==> config.mk <==
export PLATFORM = sky130hd
export DESIGN_NAME = if_fetch_unit
export DESIGN_NICKNAME = d
export VERILOG_FILES = /design/src/rtl/if_fetch_unit.sv
export SDC_FILE = /design/constraint.sdc
export NUM_CORES = 1
export LEC_CHECK = 0
export CAP_MARGIN = 20
export CORE_ASPECT_RATIO = 1.75
export CORE_UTILIZATION = 40
export DETAILED_ROUTE_END_ITERATION = 7
export PLACE_DENSITY = 0.72
export REMOVE_ABC_BUFFERS = 1
export SKIP_LAST_GASP = 1
export SLEW_MARGIN = 20
export SYNTH_ARGS = -nofsm -noshare
export SYNTH_HDL_FRONTEND = slang
export SYNTH_SLANG_ARGS = --single-unit
==> constraint.sdc <==
create_clock -name clk -period 6.1 [get_ports clk]
set_clock_uncertainty 0.15 [all_clocks]
set_input_delay 1.83 -clock clk [delete_from_list [all_inputs] [get_ports clk]]
set_output_delay 1.83 -clock clk [all_outputs]
set_load 0.02 [all_outputs]
==> src/rtl/if_fetch_unit.sv <==
// Instruction fetch front end: owns the PC, handshakes with instruction memory and
// buffers fetched words in a 2-entry skid FIFO. Optional feature macro: IF_FETCH_PERF_EN.
module if_fetch_unit #(
   parameter logic [31:0] RESET_PC = 32'h0000_0000
) (
   input  logic        clk,
   input  logic        rst,
   input  logic        Stall_in,
   input  logic        Redirect,
   input  logic [31:0] Redirect_PC,
   output logic        imem_req,
   output logic [31:0] imem_addr,
   input  logic        imem_ack,
   input  logic [31:0] imem_rdata,
   output logic [31:0] Instruction_out,
   output logic [31:0] PCPlus4_out,
`ifdef IF_FETCH_PERF_EN
   output logic [31:0] Bubble_Count,
`endif
   output logic        Valid_out
);

   typedef enum logic [1:0] {
      IDLE  = 2'd0,
      REQ   = 2'd1,
      HOLD  = 2'd2,
      DRAIN = 2'd3
   } state_t;

   state_t      state_r, state_s;
   logic [31:0] pc_r, pc_s;
   logic [31:0] instr0_r, instr1_r, instr0_s, instr1_s;
   logic [31:0] pc40_r, pc41_r, pc40_s, pc41_s;
   logic [1:0]  count_r, count_s, count_after_s;
   logic        pop_s, push_s;
   logic        redirect_lsb_unused_s;

   assign redirect_lsb_unused_s = ^Redirect_PC[1:0];

   // Pop/push qualification and the FIFO occupancy after this edge when not redirecting
   always_comb begin
      pop_s         = 1'b0;
      push_s        = 1'b0;
      count_after_s = count_r;
      pop_s         = !Stall_in && (count_r != 2'd0) && !Redirect;
      push_s        = (state_r == REQ) && imem_ack && !Redirect;
      count_after_s = count_r - {1'b0, pop_s} + {1'b0, push_s};
   end

   // FIFO entry update: head shifts on pop, new word lands in the first free slot
   always_comb begin
      instr0_s = instr0_r;
      instr1_s = instr1_r;
      pc40_s   = pc40_r;
      pc41_s   = pc41_r;
      if (push_s && (count_r == 2'd0 || pop_s)) begin
         instr0_s = imem_rdata;
         pc40_s   = pc_r + 32'd4;
      end else if (pop_s) begin
         instr0_s = instr1_r;
         pc40_s   = pc41_r;
      end else begin
         instr0_s = instr0_r;
         pc40_s   = pc40_r;
      end
      if (push_s && (count_r == 2'd1) && !pop_s) begin
         instr1_s = imem_rdata;
         pc41_s   = pc_r + 32'd4;
      end else begin
         instr1_s = instr1_r;
         pc41_s   = pc41_r;
      end
   end

   // Next-state, next-PC and occupancy; a redirect overrides everything
   always_comb begin
      state_s = state_r;
      pc_s    = pc_r;
      count_s = count_r;
      if (Redirect) begin
         pc_s    = {Redirect_PC[31:2], 2'b00};
         count_s = 2'd0;
         case (state_r)
            REQ, DRAIN: state_s = imem_ack ? REQ : DRAIN;
            default:    state_s = REQ;
         endcase
      end else begin
         count_s = count_after_s;
         pc_s    = push_s ? (pc_r + 32'd4) : pc_r;
         case (state_r)
            IDLE:    state_s = REQ;
            REQ:     state_s = (imem_ack && (count_after_s > 2'd1)) ? HOLD : REQ;
            HOLD:    state_s = (count_after_s <= 2'd1) ? REQ : HOLD;
            DRAIN:   state_s = imem_ack ? REQ : DRAIN;
            default: state_s = IDLE;
         endcase
      end
   end

   // State, PC and FIFO registers
   always_ff @(posedge clk or negedge rst) begin
      if (!rst) begin
         state_r  <= IDLE;
         pc_r     <= RESET_PC;
         count_r  <= 2'd0;
         instr0_r <= 32'h0000_0000;
         instr1_r <= 32'h0000_0000;
         pc40_r   <= 32'h0000_0000;
         pc41_r   <= 32'h0000_0000;
      end else begin
         state_r  <= state_s;
         pc_r     <= pc_s;
         count_r  <= count_s;
         instr0_r <= instr0_s;
         instr1_r <= instr1_s;
         pc40_r   <= pc40_s;
         pc41_r   <= pc41_s;
      end
   end

`ifdef IF_FETCH_PERF_EN
   logic [31:0] bubble_r;

   // Counts unstalled edges with an empty FIFO, saturating at all-ones
   always_ff @(posedge clk or negedge rst) begin
      if (!rst) begin
         bubble_r <= 32'h0000_0000;
      end else if (!Stall_in && (count_r == 2'd0) && (bubble_r != 32'hFFFF_FFFF)) begin
         bubble_r <= bubble_r + 32'd1;
      end else begin
         bubble_r <= bubble_r;
      end
   end

   assign Bubble_Count = bubble_r;
`endif

   assign imem_req        = (state_r == REQ) || (state_r == DRAIN);
   assign imem_addr       = pc_r;
   assign Valid_out       = (count_r != 2'd0);
   assign Instruction_out = Valid_out ? instr0_r : 32'h0000_0000;
   assign PCPlus4_out     = Valid_out ? pc40_r : 32'h0000_0000;

endmodule

* Word level (Yosys, flattened, before mapping)
Index checks and enable logic that the tools add are counted.
** Storage, ports and cells
- Flip-flop bits (word level) :: 164
- Bits of input ports :: 69
- Output and inout bits :: 98
** Cells by class
- $add $sub $neg :: 3
- $lt $le $gt $ge :: 2
- Equality and inequality tests :: 4
- Multiplexer cells :: 15
- Reduce and logical (&&, ||, !) cells :: 19
** Operators with widths (count)
- 2-to-1 mux 32 bit :: 8
- adder 32 x 3 -> 32 bit (second input constant) :: 1
- 2-to-1 mux 2 bit :: 6
- logical AND 1 bit :: 8
- case mux 2 bit (4 select lines) :: 1
- nonzero test 2 bit :: 3
- == test 2 x 1 -> 1 bit (second input constant) :: 2
- == test 2 bit (second input constant) :: 2
- zero test 2 bit :: 2
- zero test 1 bit :: 3
- adder 2 x 1 -> 2 bit :: 1
- greater-than comparator 2 x 1 -> 1 bit (second input constant) :: 1
- <= comparator 2 x 1 -> 1 bit (second input constant) :: 1
- logical OR 1 bit :: 2
- OR reduction 2 bit :: 1
- subtractor 2 x 1 -> 2 bit :: 1

* Depth between registers and ports, before layout
Gate-level depths: netlist of the first run.
- Word-level depth :: 10
- Gate-level depth with buffers :: 13
- Gate-level depth less buffers :: 11

* Least setup slack after synthesis of the first run
OpenSTA, ideal clock, no wires.
- Path type :: in2reg
- Start :: in Redirect
- End :: reg state_r[1]
- Library setup time :: 0.127 ns
- Arrival :: 3.834 ns
- Data required time :: 5.823 ns
- Setup slack :: 1.989 ns
- Stages :: 13
- Path buffers :: 3
- Cell sequence :: buf_2 -> or3_1 -> clkbuf_1 -> inv_1 -> clkbuf_1 -> ha_1 -> inv_1 -> ha_1 -> xor2_1 -> xnor2_1 -> nor2_1 -> o21ai_0 -> nand2_1
** Between the ends
- Cells in the longest elaborated chain, start to end :: 9
** RTL lines
- start, declared :: line 9 : input logic Redirect,
- zero test 1 bit :: line 45, 46
- logical AND 1 bit :: line 45 : pop_s = !Stall_in && (count_r != 2'd0) && !Redirect;
- subtractor 2 x 1 -> 2 bit :: line 47 : count_after_s = count_r - {1'b0, pop_s} + {1'b0, push_s};
- adder 2 x 1 -> 2 bit :: line 47
- greater-than comparator 2 x 1 -> 1 bit :: line 92 : REQ: state_s = (imem_ack && (count_after_s > 2'd1)) ? HOLD : REQ;
- logical AND 1 bit :: line 92
- 2-to-1 mux 2 bit :: line 92
- case mux 2 bit (4 select lines) :: line 90 : case (state_r)
- 2-to-1 mux 2 bit * :: line 80 : if (Redirect) begin
- via state_s[1] :: line 30 : state_t state_r, state_s;
- end signal, assigned :: line 111 : state_r <= state_s;
- end, declared :: line 30
The timed path passes the listed nets; every way through them passes the cells marked *.
A chain may end at the register's enable or synchronous reset.

* Worst setup path in the final report of the first run
- Start :: reg count_r[1]
- End :: out PCPlus4_out[30]
** Between the ends
- Cells in the longest elaborated chain, start to end :: 2
** RTL lines
- start, declared :: line 34 : logic [1:0] count_r, count_s, count_after_s;
- start signal, assigned :: line 113 : count_r <= count_s;
- nonzero test 2 bit :: line 140 : assign Valid_out = (count_r != 2'd0);
- 2-to-1 mux 32 bit :: line 142 : assign PCPlus4_out = Valid_out ? pc40_r : 32'h0000_0000;
- end, declared :: line 16 : output logic [31:0] PCPlus4_out,
Every way passes these cells.

==> qor.json, run 1 <==
{
  "die_height": {"value": 187.2, "unit": "µm"},
  "synth_area_leaders": {"value": "sky130_fd_sc_hd__dfrtp_1, sky130_fd_sc_hd__mux2_2, sky130_fd_sc_hd__nand2_1, sky130_fd_sc_hd__and2_1, sky130_fd_sc_hd__xnor2_1"},
  "clock-root-buffer": {"value": "sky130_fd_sc_hd__clkbuf_16"},
  "cp.required": {"value": 4.12, "unit": "ns"},
  "route.vias.total": {"value": 6148},
  "critical_path.endpoint_type": {"value": "output pin"},
  "outcome": {"value": "complete, no violations"},
  "final_cell_count_no_fill": {"value": 1212},
  "cts_setup_buffers": {"value": 0},
  "syn-cell-area": {"value": 7844, "unit": "µm²"},
  "hold_buffers": {"value": 0},
  "most_frequent_cell_after_synthesis": {"value": "sky130_fd_sc_hd__dfrtp_1"},
  "wire_per_inst": {"value": 15.59, "unit": "µm"},
  "postSynthCellCount": {"value": 830},
  "die_area": {"value": 20200, "unit": "µm²"},
  "crit-reg2reg-capture": {"value": "instr1_r[1]"},
  "finalHoldWorstSlack": {"value": 0.3551, "unit": "ns"},
  "wirelength": {"value": 18890, "unit": "µm"},
  "synthDominantAreaCellType": {"value": "sky130_fd_sc_hd__dfrtp_1"},
  "clock_sinks": {"value": 158},
  "setup_viol": {"value": 0},
  "avgSynthCellArea": {"value": 9.450, "unit": "µm²"},
  "sequentialPowerShare": {"value": 42.8, "unit": "%"},
  "first_pass_iters": {"value": 4},
  "synth_warnings": {"value": 0},
  "worst-r2r-cell-count": {"value": 5},
  "clk_latency": {"value": 0.42, "unit": "ns"},
  "min_path_type": {"value": "reg -> reg"},
  "critPathArrivalTime": {"value": 3.09, "unit": "ns"},
  "post_detailed_placement_half_perimeter_wirelength": {"value": 12650, "unit": "µm"},
  "fin_crit_sh": {"value": 83.16, "unit": "%"},
  "drtAntennaViolNets": {"value": 0},
  "power.share.switching": {"value": 30.35, "unit": "%"},
  "synth_seq_cells": {"value": 158},
  "postSynth.asyncResetShare": {"value": 100.0, "unit": "%"},
  "first_drt_iteration_drcs": {"value": 332},
  "period_minus_slack": {"value": 5.073, "unit": "ns"},
  "layout_cell_share_with_drive_strength_beyond_1": {"value": 11.43, "unit": "%"},
  "timing.hold.worst.start": {"value": "pc41_r[3]"},
  "final_core_util": {"value": 53.07, "unit": "%"},
  "min_delay_worst_endpoint": {"value": "pc41_r[3]"},
  "die_x": {"value": 107.9, "unit": "µm"},
  "seq_area_frac_synth": {"value": 50.41, "unit": "%"},
  "initial_antenna_violation_count": {"value": 0},
  "cts_inserted_buffers": {"value": 17},
  "grt_pass1_vias": {"value": 5937},
  "globalplace.congestion": {"value": 0.8022},
  "unrepaired_setup_endpoints_after_global_routing": {"value": "no"},
  "crit_path_max_fanout": {"value": 37},
  "synth_compound_area_share": {"value": 8.247, "unit": "%"},
  "fillerInstances": {"value": 1766},
  "p_per_area": {"value": 372.1, "unit": "nW/µm²"},
  "startpoint_types": {"value": "flip-flop"},
  "peakVddDrop": {"value": 0.2023, "unit": "mV"},
  "synth_enable_flop_cells": {"value": 0},
  "internal_power": {"value": 2640, "unit": "µW"},
  "hold_violations": {"value": 0},
  "top_level_ports": {"value": 167},
  "synthSimpleGateAreaFrac": {"value": 21.41, "unit": "%"},
  "final_nets": {"value": 1030},
  "multiplexer_share_of_the_synthesized_area": {"value": 9.156, "unit": "%"},
  "r2r_start": {"value": "state_r[1]"},
  "tightest_slew": {"value": 0.9640, "unit": "ns"},
  "reg2reg_setup_slack": {"value": 3.27, "unit": "ns"},
  "share_comb_of_total_power": {"value": 28.8, "unit": "%"},
  "power_leakage": {"value": 0.004241, "unit": "µW"},
  "grt_first_pass_wirelength": {"value": 30930, "unit": "µm"},
  "area_growth_syn_to_layout": {"value": 29.88, "unit": "%"},
  "worst-setup-path-type": {"value": "reg -> out"},
  "post_cts_resize_count": {"value": 0},
  "placement.io_buffers": {"value": 160},
  "clockPowerShare": {"value": 28.4, "unit": "%"},
  "synth_top_area_share": {"value": 50.41, "unit": "%"},
  "synth_fa_ha_area_share": {"value": 0.4785, "unit": "%"},
  "cts-htree-levels": {"value": 4},
  "area.sequential": {"value": 3954, "unit": "µm²"},
  "synth_flop_cell": {"value": "sky130_fd_sc_hd__dfrtp_1"},
  "post-route-drc-count": {"value": 0},
  "power.switching": {"value": 1151, "unit": "µW"},
  "timing.max_cap.violations": {"value": 0},
  "initial_core_utilization": {"value": 40.86, "unit": "%"},
  "maximum_number_of_pins_on_one_net_before_global_route_repair": {"value": 125},
  "globalRouteTotalUtil": {"value": 19.91, "unit": "%"},
  "synth-xor-area-share": {"value": 6.588, "unit": "%"},
  "timing.hold.worst_path_depth": {"value": 1},
  "core-area": {"value": 19200, "unit": "µm²"},
  "tritoncts": {"value": "built"},
  "final-max-slew-violation-count": {"value": 0},
  "place.detailed.instances": {"value": 1179},
  "multi_input_comb_area": {"value": 3627, "unit": "µm²"},
  "cts.reportedPaths.clkPinSlew": {"value": 0.06, "unit": "ns"},
  "yosys-top-cells-count": {"value": "sky130_fd_sc_hd__dfrtp_1, sky130_fd_sc_hd__nand2_1, sky130_fd_sc_hd__nor2_1, sky130_fd_sc_hd__and2_1, sky130_fd_sc_hd__mux2_2"},
  "antenna_cells": {"value": 0},
  "drt-vias-per-instance": {"value": 5.073},
  "cts.path.max_buffers": {"value": 2},
  "sum_of_overflow_across_all_layers_after_global_routing": {"value": 0},
  "fmax": {"value": 0.1971, "unit": "GHz"},
  "remaining_max_slew_budget_at_the_tightest_pin": {"value": 35.34, "unit": "%"},
  "synth_top_family_by_area": {"value": "simple AND/OR/NAND/NOR gates"},
  "ys_types": {"value": 39},
  "floorplan.rows": {"value": 67}
}
-- area by class of cell --
class                      instances  area share (%)
clock inverter                    10           1.363
clock buffer                      22           4.458
sequential                       158           38.81
multi-input combinational        605           35.61
timing repair buffer             169           16.54
tap                              241           2.960
inverter                           7          0.2579
-- metal layers --
| metal | share of wire, % | vias to the layer above | global-route usage [%] | wire length (µm) |
|---|---|---|---|---|
| met5 | 0 | - | 0 | 0 |
| li1 | - | 3034 | - | - |
| met2 | 53 | 177 | 34.54 | 9959 |
| met4 | 3.1 | 0 | 9.642 | 590 |
| met3 | 3.6 | 29 | 2.857 | 676 |
| met1 | 41 | 2908 | 23.73 | 7665 |
-- state kept, by name (all words and copies together) (netlist names) --
register,flops
instr0_r,32
state_r,2
imem_addr,30
pc40_r,30
pc41_r,30
count_r,2
instr1_r,32
-- kinds of logic after synthesis --
| family | after synthesis |
|---|---|
| other | 1 |
| xor gates and xnor gates | 59 |
| buffers and inverters | 70 |
| DFF | 158 |
| and+or+nand+nor | 357 |
| adders and majority gates | 3 |
| AOI/OAI and AO/OA | 118 |
| muxes | 64 |
-- worst max-delay path, stage by stage (launching register included) --
cell and delay, ns:
sky130_fd_sc_hd__dfrtp_1 0.41, sky130_fd_sc_hd__nor2_1 0.16, sky130_fd_sc_hd__clkinv_1 0.77, sky130_fd_sc_hd__buf_4 0.54
sky130_fd_sc_hd__and2_1 0.19, sky130_fd_sc_hd__clkdlybuf4s50_1 0.58
-- worst max-delay path by stage --
| stage | startpoint | end | slack [ns] | cells past startpoint |
|---|---|---|---|---|
| final | count_r[1] | PCPlus4_out[30] | 1.03 | 5 |
| after global routing | count_r[1] | PCPlus4_out[18] | 0.77 | 5 |
| after CTS | count_r[1] | PCPlus4_out[30] | 0.88 | 5 |
| after detailed placement | imem_ack | instr1_r[1] | 1.34 | 6 |
| after global placement | imem_ack | instr1_r[1] | 1.39 | 6 |
| after floorplan | imem_ack | instr1_r[0] | -2.26 | 4 |
-- power by group through the flow --
stage          combinational, µW  clock (µW)  sequential (µW)
2_1_floorplan                680           0             1610
3_3_place_gp                1070           0             1630
3_5_place_dp                1100           0             1640
4_1_cts                     1100        1100             1630
5_1_grt                     1210        1140             1670
6_report                    1090        1080             1620
-- placed cells by master, fill, tap and decap left out, types with 2 or more instances in the layout --
master,synthesis,routed
sky130_fd_sc_hd__a21oi_1,22,22
sky130_fd_sc_hd__a31oi_1,38,38
sky130_fd_sc_hd__and2_1,65,65
sky130_fd_sc_hd__and4_1,3,3
sky130_fd_sc_hd__buf_4,4,8
sky130_fd_sc_hd__bufinv_16,0,3
sky130_fd_sc_hd__clkbuf_1,45,4
sky130_fd_sc_hd__clkbuf_16,0,17
sky130_fd_sc_hd__clkdlybuf4s50_1,0,158
sky130_fd_sc_hd__clkinv_2,0,2
sky130_fd_sc_hd__clkinvlp_4,0,4
sky130_fd_sc_hd__conb_1,1,4
sky130_fd_sc_hd__dfrtp_1,158,158
sky130_fd_sc_hd__ha_1,3,3
sky130_fd_sc_hd__inv_1,6,6
sky130_fd_sc_hd__mux2_2,62,62
sky130_fd_sc_hd__mux2i_1,2,2
sky130_fd_sc_hd__nand2_1,144,144
sky130_fd_sc_hd__nand3_1,20,20
sky130_fd_sc_hd__nand4_1,14,14
sky130_fd_sc_hd__nor2_1,80,80
sky130_fd_sc_hd__nor2b_1,2,2
sky130_fd_sc_hd__nor3_1,10,9
sky130_fd_sc_hd__nor4_1,6,6
sky130_fd_sc_hd__nor4_2,2,2
sky130_fd_sc_hd__o21ai_0,50,50
sky130_fd_sc_hd__o21ai_1,5,5
sky130_fd_sc_hd__or2_2,2,2
sky130_fd_sc_hd__xnor2_1,35,35
sky130_fd_sc_hd__xor2_1,24,24
-- through the flow --
stage	setup TNS (ns)	total power [µW]	setup slack, ns	instance area [µm²]
final	0	3790	1.027	10190
after global routing	0	4025	0.7710	10190
after CTS	0	3827	0.8821	10160
after detailed placement	0	2742	1.342	9567
after global placement	0	2699	1.385	9567
after floorplan	-131.71	2291	-2.263	7594
Power figures use the tool's default switching activity.
==> inputs of run 2 (changes only) <==
Settings changed: PLACE_DENSITY 0.72 to 0.75.
Clock period 6.1 ns to 4.6 ns, I/O delays scaled along.
==> qor.json, run 2 (synthesis results as in run 1) <==
{
  "cts.reportedPaths.clkPinSlew": {"value": 0.06, "unit": "ns", "change": "about the same"},
  "period_minus_slack": {"value": 3.804, "unit": "ns"},
  "worst_slack": {"value": 0.7962, "unit": "ns", "change": "-0.2311 ns"},
  "dp_slack": {"value": 0.8324, "unit": "ns", "change": "-0.5094 ns"},
  "critical_path.endpoint_type": {"value": "output pin"},
  "globalplace.congestion": {"value": 0.8147, "change": "+1.6%"},
  "hold_violations": {"value": 0, "change": "unchanged"},
  "final_cell_mix": {"value": "sky130_fd_sc_hd__dfrtp_1, sky130_fd_sc_hd__clkdlybuf4s50_1, sky130_fd_sc_hd__nand2_1"},
  "hold_buffers": {"value": 0, "change": "unchanged"},
  "first_drt_iteration_drcs": {"value": 281, "change": "-15%"},
  "fin_crit_sh": {"value": 82.69, "unit": "%"},
  "first_pass_iters": {"value": 6, "change": "+2"},
  "clock_sinks": {"value": 158, "change": "unchanged"},
  "initial_antenna_violation_count": {"value": 1, "change": "+1"},
  "fmax": {"value": 0.2629, "unit": "GHz"},
  "worst-setup-path-type": {"value": "reg -> out"},
  "core-area": {"value": 19200, "unit": "µm²", "change": "unchanged"},
  "die_x": {"value": 107.9, "unit": "µm", "change": "unchanged"},
  "critPathArrivalTime": {"value": 2.27, "unit": "ns", "change": "-0.82 ns"},
  "post-route-cell-area": {"value": 10240, "unit": "µm²", "change": "+0.49%"},
  "registers_with_the_most_flip_flops": {"value": "instr0_r (32), instr1_r (32)"},
  "min_path_type": {"value": "reg -> reg"},
  "top_level_ports": {"value": 167, "change": "unchanged"},
  "timing.max_cap.violations": {"value": 0, "change": "unchanged"},
  "post-route-drc-count": {"value": 0, "change": "unchanged"},
  "clk_latency": {"value": 0.42, "unit": "ns", "change": "about the same"},
  "drt-vias-per-instance": {"value": 5.061, "change": "-0.23%"},
  "drtAntennaViolNets": {"value": 0, "change": "unchanged"},
  "p_per_area": {"value": 493.6, "unit": "nW/µm²", "change": "+33%"},
  "floorplan.rows": {"value": 67, "change": "unchanged"},
  "tightest_slew": {"value": 0.8777, "unit": "ns", "change": "-0.08631 ns"},
  "post_cts_resize_count": {"value": 0, "change": "unchanged"},
  "initial_core_utilization": {"value": 40.86, "unit": "%", "change": "unchanged"},
  "cts.path.max_buffers": {"value": 2, "change": "unchanged"},
  "cts_setup_buffers": {"value": 0, "change": "unchanged"},
  "final_nets": {"value": 1032, "change": "+0.19%"},
  "setup_viol": {"value": 0, "change": "unchanged"},
  "maximum_number_of_pins_on_one_net_before_global_route_repair": {"value": 109, "change": "-13%"},
  "outcome": {"value": "complete, no violations"},
  "finalHoldWorstSlack": {"value": 0.3575, "unit": "ns", "change": "+0.002474 ns"},
  "post_detailed_placement_half_perimeter_wirelength": {"value": 12900, "unit": "µm", "change": "+1.9%"},
  "grt_pass1_vias": {"value": 6105, "change": "+2.8%"},
  "wire_per_inst": {"value": 15.80, "unit": "µm", "change": "+1.4%"},
  "clock-root-buffer": {"value": "sky130_fd_sc_hd__clkbuf_16"},
  "remaining_max_slew_budget_at_the_tightest_pin": {"value": 41.49, "unit": "%", "change": "+6.2 points"},
  "route.vias.total": {"value": 6149, "change": "+0.016%"},
  "final_core_util": {"value": 53.33, "unit": "%", "change": "+0.26 points"},
  "sum_of_overflow_across_all_layers_after_global_routing": {"value": 0, "change": "unchanged"},
  "grt_first_pass_wirelength": {"value": 31520, "unit": "µm", "change": "+1.9%"},
  "wirelength": {"value": 19200, "unit": "µm", "change": "+1.6%"},
  "crit_path_max_fanout": {"value": 64, "change": "+73%"},
  "globalRouteTotalUtil": {"value": 20.33, "unit": "%", "change": "+0.42 points"},
  "final-max-slew-violation-count": {"value": 0, "change": "unchanged"},
  "die_area": {"value": 20200, "unit": "µm²", "change": "unchanged"},
  "reg2reg_setup_slack": {"value": 2.08, "unit": "ns", "change": "-1.19 ns"},
  "unrepaired_setup_endpoints_after_global_routing": {"value": "no"},
  "cts-htree-levels": {"value": 4, "change": "unchanged"},
  "area_growth_syn_to_layout": {"value": 30.51, "unit": "%"},
  "placement.io_buffers": {"value": 160, "change": "unchanged"},
  "overall_power": {"value": 5053, "unit": "µW", "change": "+33%"},
  "startpoint_types": {"value": "flip-flop"},
  "cp.required": {"value": 3.07, "unit": "ns", "change": "-1.05 ns"},
  "power_leakage": {"value": 0.004269, "unit": "µW", "change": "+0.65%"},
  "tritoncts": {"value": "built"},
  "post_dp_cell_area": {"value": 9627, "unit": "µm²", "change": "+0.63%"},
  "cts_inserted_buffers": {"value": 17, "change": "unchanged"},
  "die_height": {"value": 187.2, "unit": "µm", "change": "unchanged"},
  "layout_cell_share_with_drive_strength_beyond_1": {"value": 11.92, "unit": "%", "change": "+0.49 points"},
  "peakVddDrop": {"value": 0.2198, "unit": "mV", "change": "+8.6%"}
}
[run 2: changes by cell type in the layout (fill, tap and decap cells not counted), sizes merged]
cell	before	now
clkbuf	22	20
clkinvlp	4	3
buf	11	12
diode	0	1
clkinv	4	6
inv	6	8
[run 2: cell type report]
cell class	instances	area [µm²]
antenna	1	2.502
sequential	158	3954
clock inverter	13	162.7
inverter	7	26.28
clock buffer	19	442.9
multi-input combinational	605	3627
timing repair buffer	171	1720
tap	241	301.5
fill	1724	8960
[run 2: power breakdown]
group,internal (µW),switching [µW],leakage [µW]
clock network,870,574,0.000290
registers,1890,272,0.00194
logic,749,701,0.00203
total,3510,1550,0.00427
[run 2: worst max-delay path, cell delays in order (launching register included)]
cell and delay [ns]:
sky130_fd_sc_hd__dfrtp_1 0.39, sky130_fd_sc_hd__nor2_1 0.07, sky130_fd_sc_hd__clkinv_1 0.04, sky130_fd_sc_hd__buf_4 0.46
sky130_fd_sc_hd__and2_1 0.20, sky130_fd_sc_hd__clkdlybuf4s50_1 0.67
[run 2: per-stage QoR]
stage	std cells	setup TNS [ns]
3_3_place_gp	1182	0
4_1_cts	1214	0
5_1_grt	1215	0
6_report	1215	0
2_1_floorplan	770	-197.35
3_5_place_dp	1182	0
[run 2: path summary, 6_finish.rpt]
path                              start               to  cells past startpoint
hold reg to reg             instr1_r[5]      instr1_r[5]                      1
setup / recovery             count_r[1]  PCPlus4_out[29]                      5
max in group asynchronous           rst    imem_addr[15]                      2
hold / removal              instr1_r[5]      instr1_r[5]                      1
min in group asynchronous           rst     imem_addr[2]                      1
setup reg to reg           imem_addr[2]       pc40_r[26]                      6
[run 2: metal layers]
layer / share of wire (%) / GRT usage, % / up-vias
met5: 0 / 0 / -
met4: 4.0 / 10.59 / 0
met3: 2.8 / 2.892 / 41
met2: 54 / 36.39 / 161
met1: 39 / 22.91 / 2908
li1: - / - / 3039
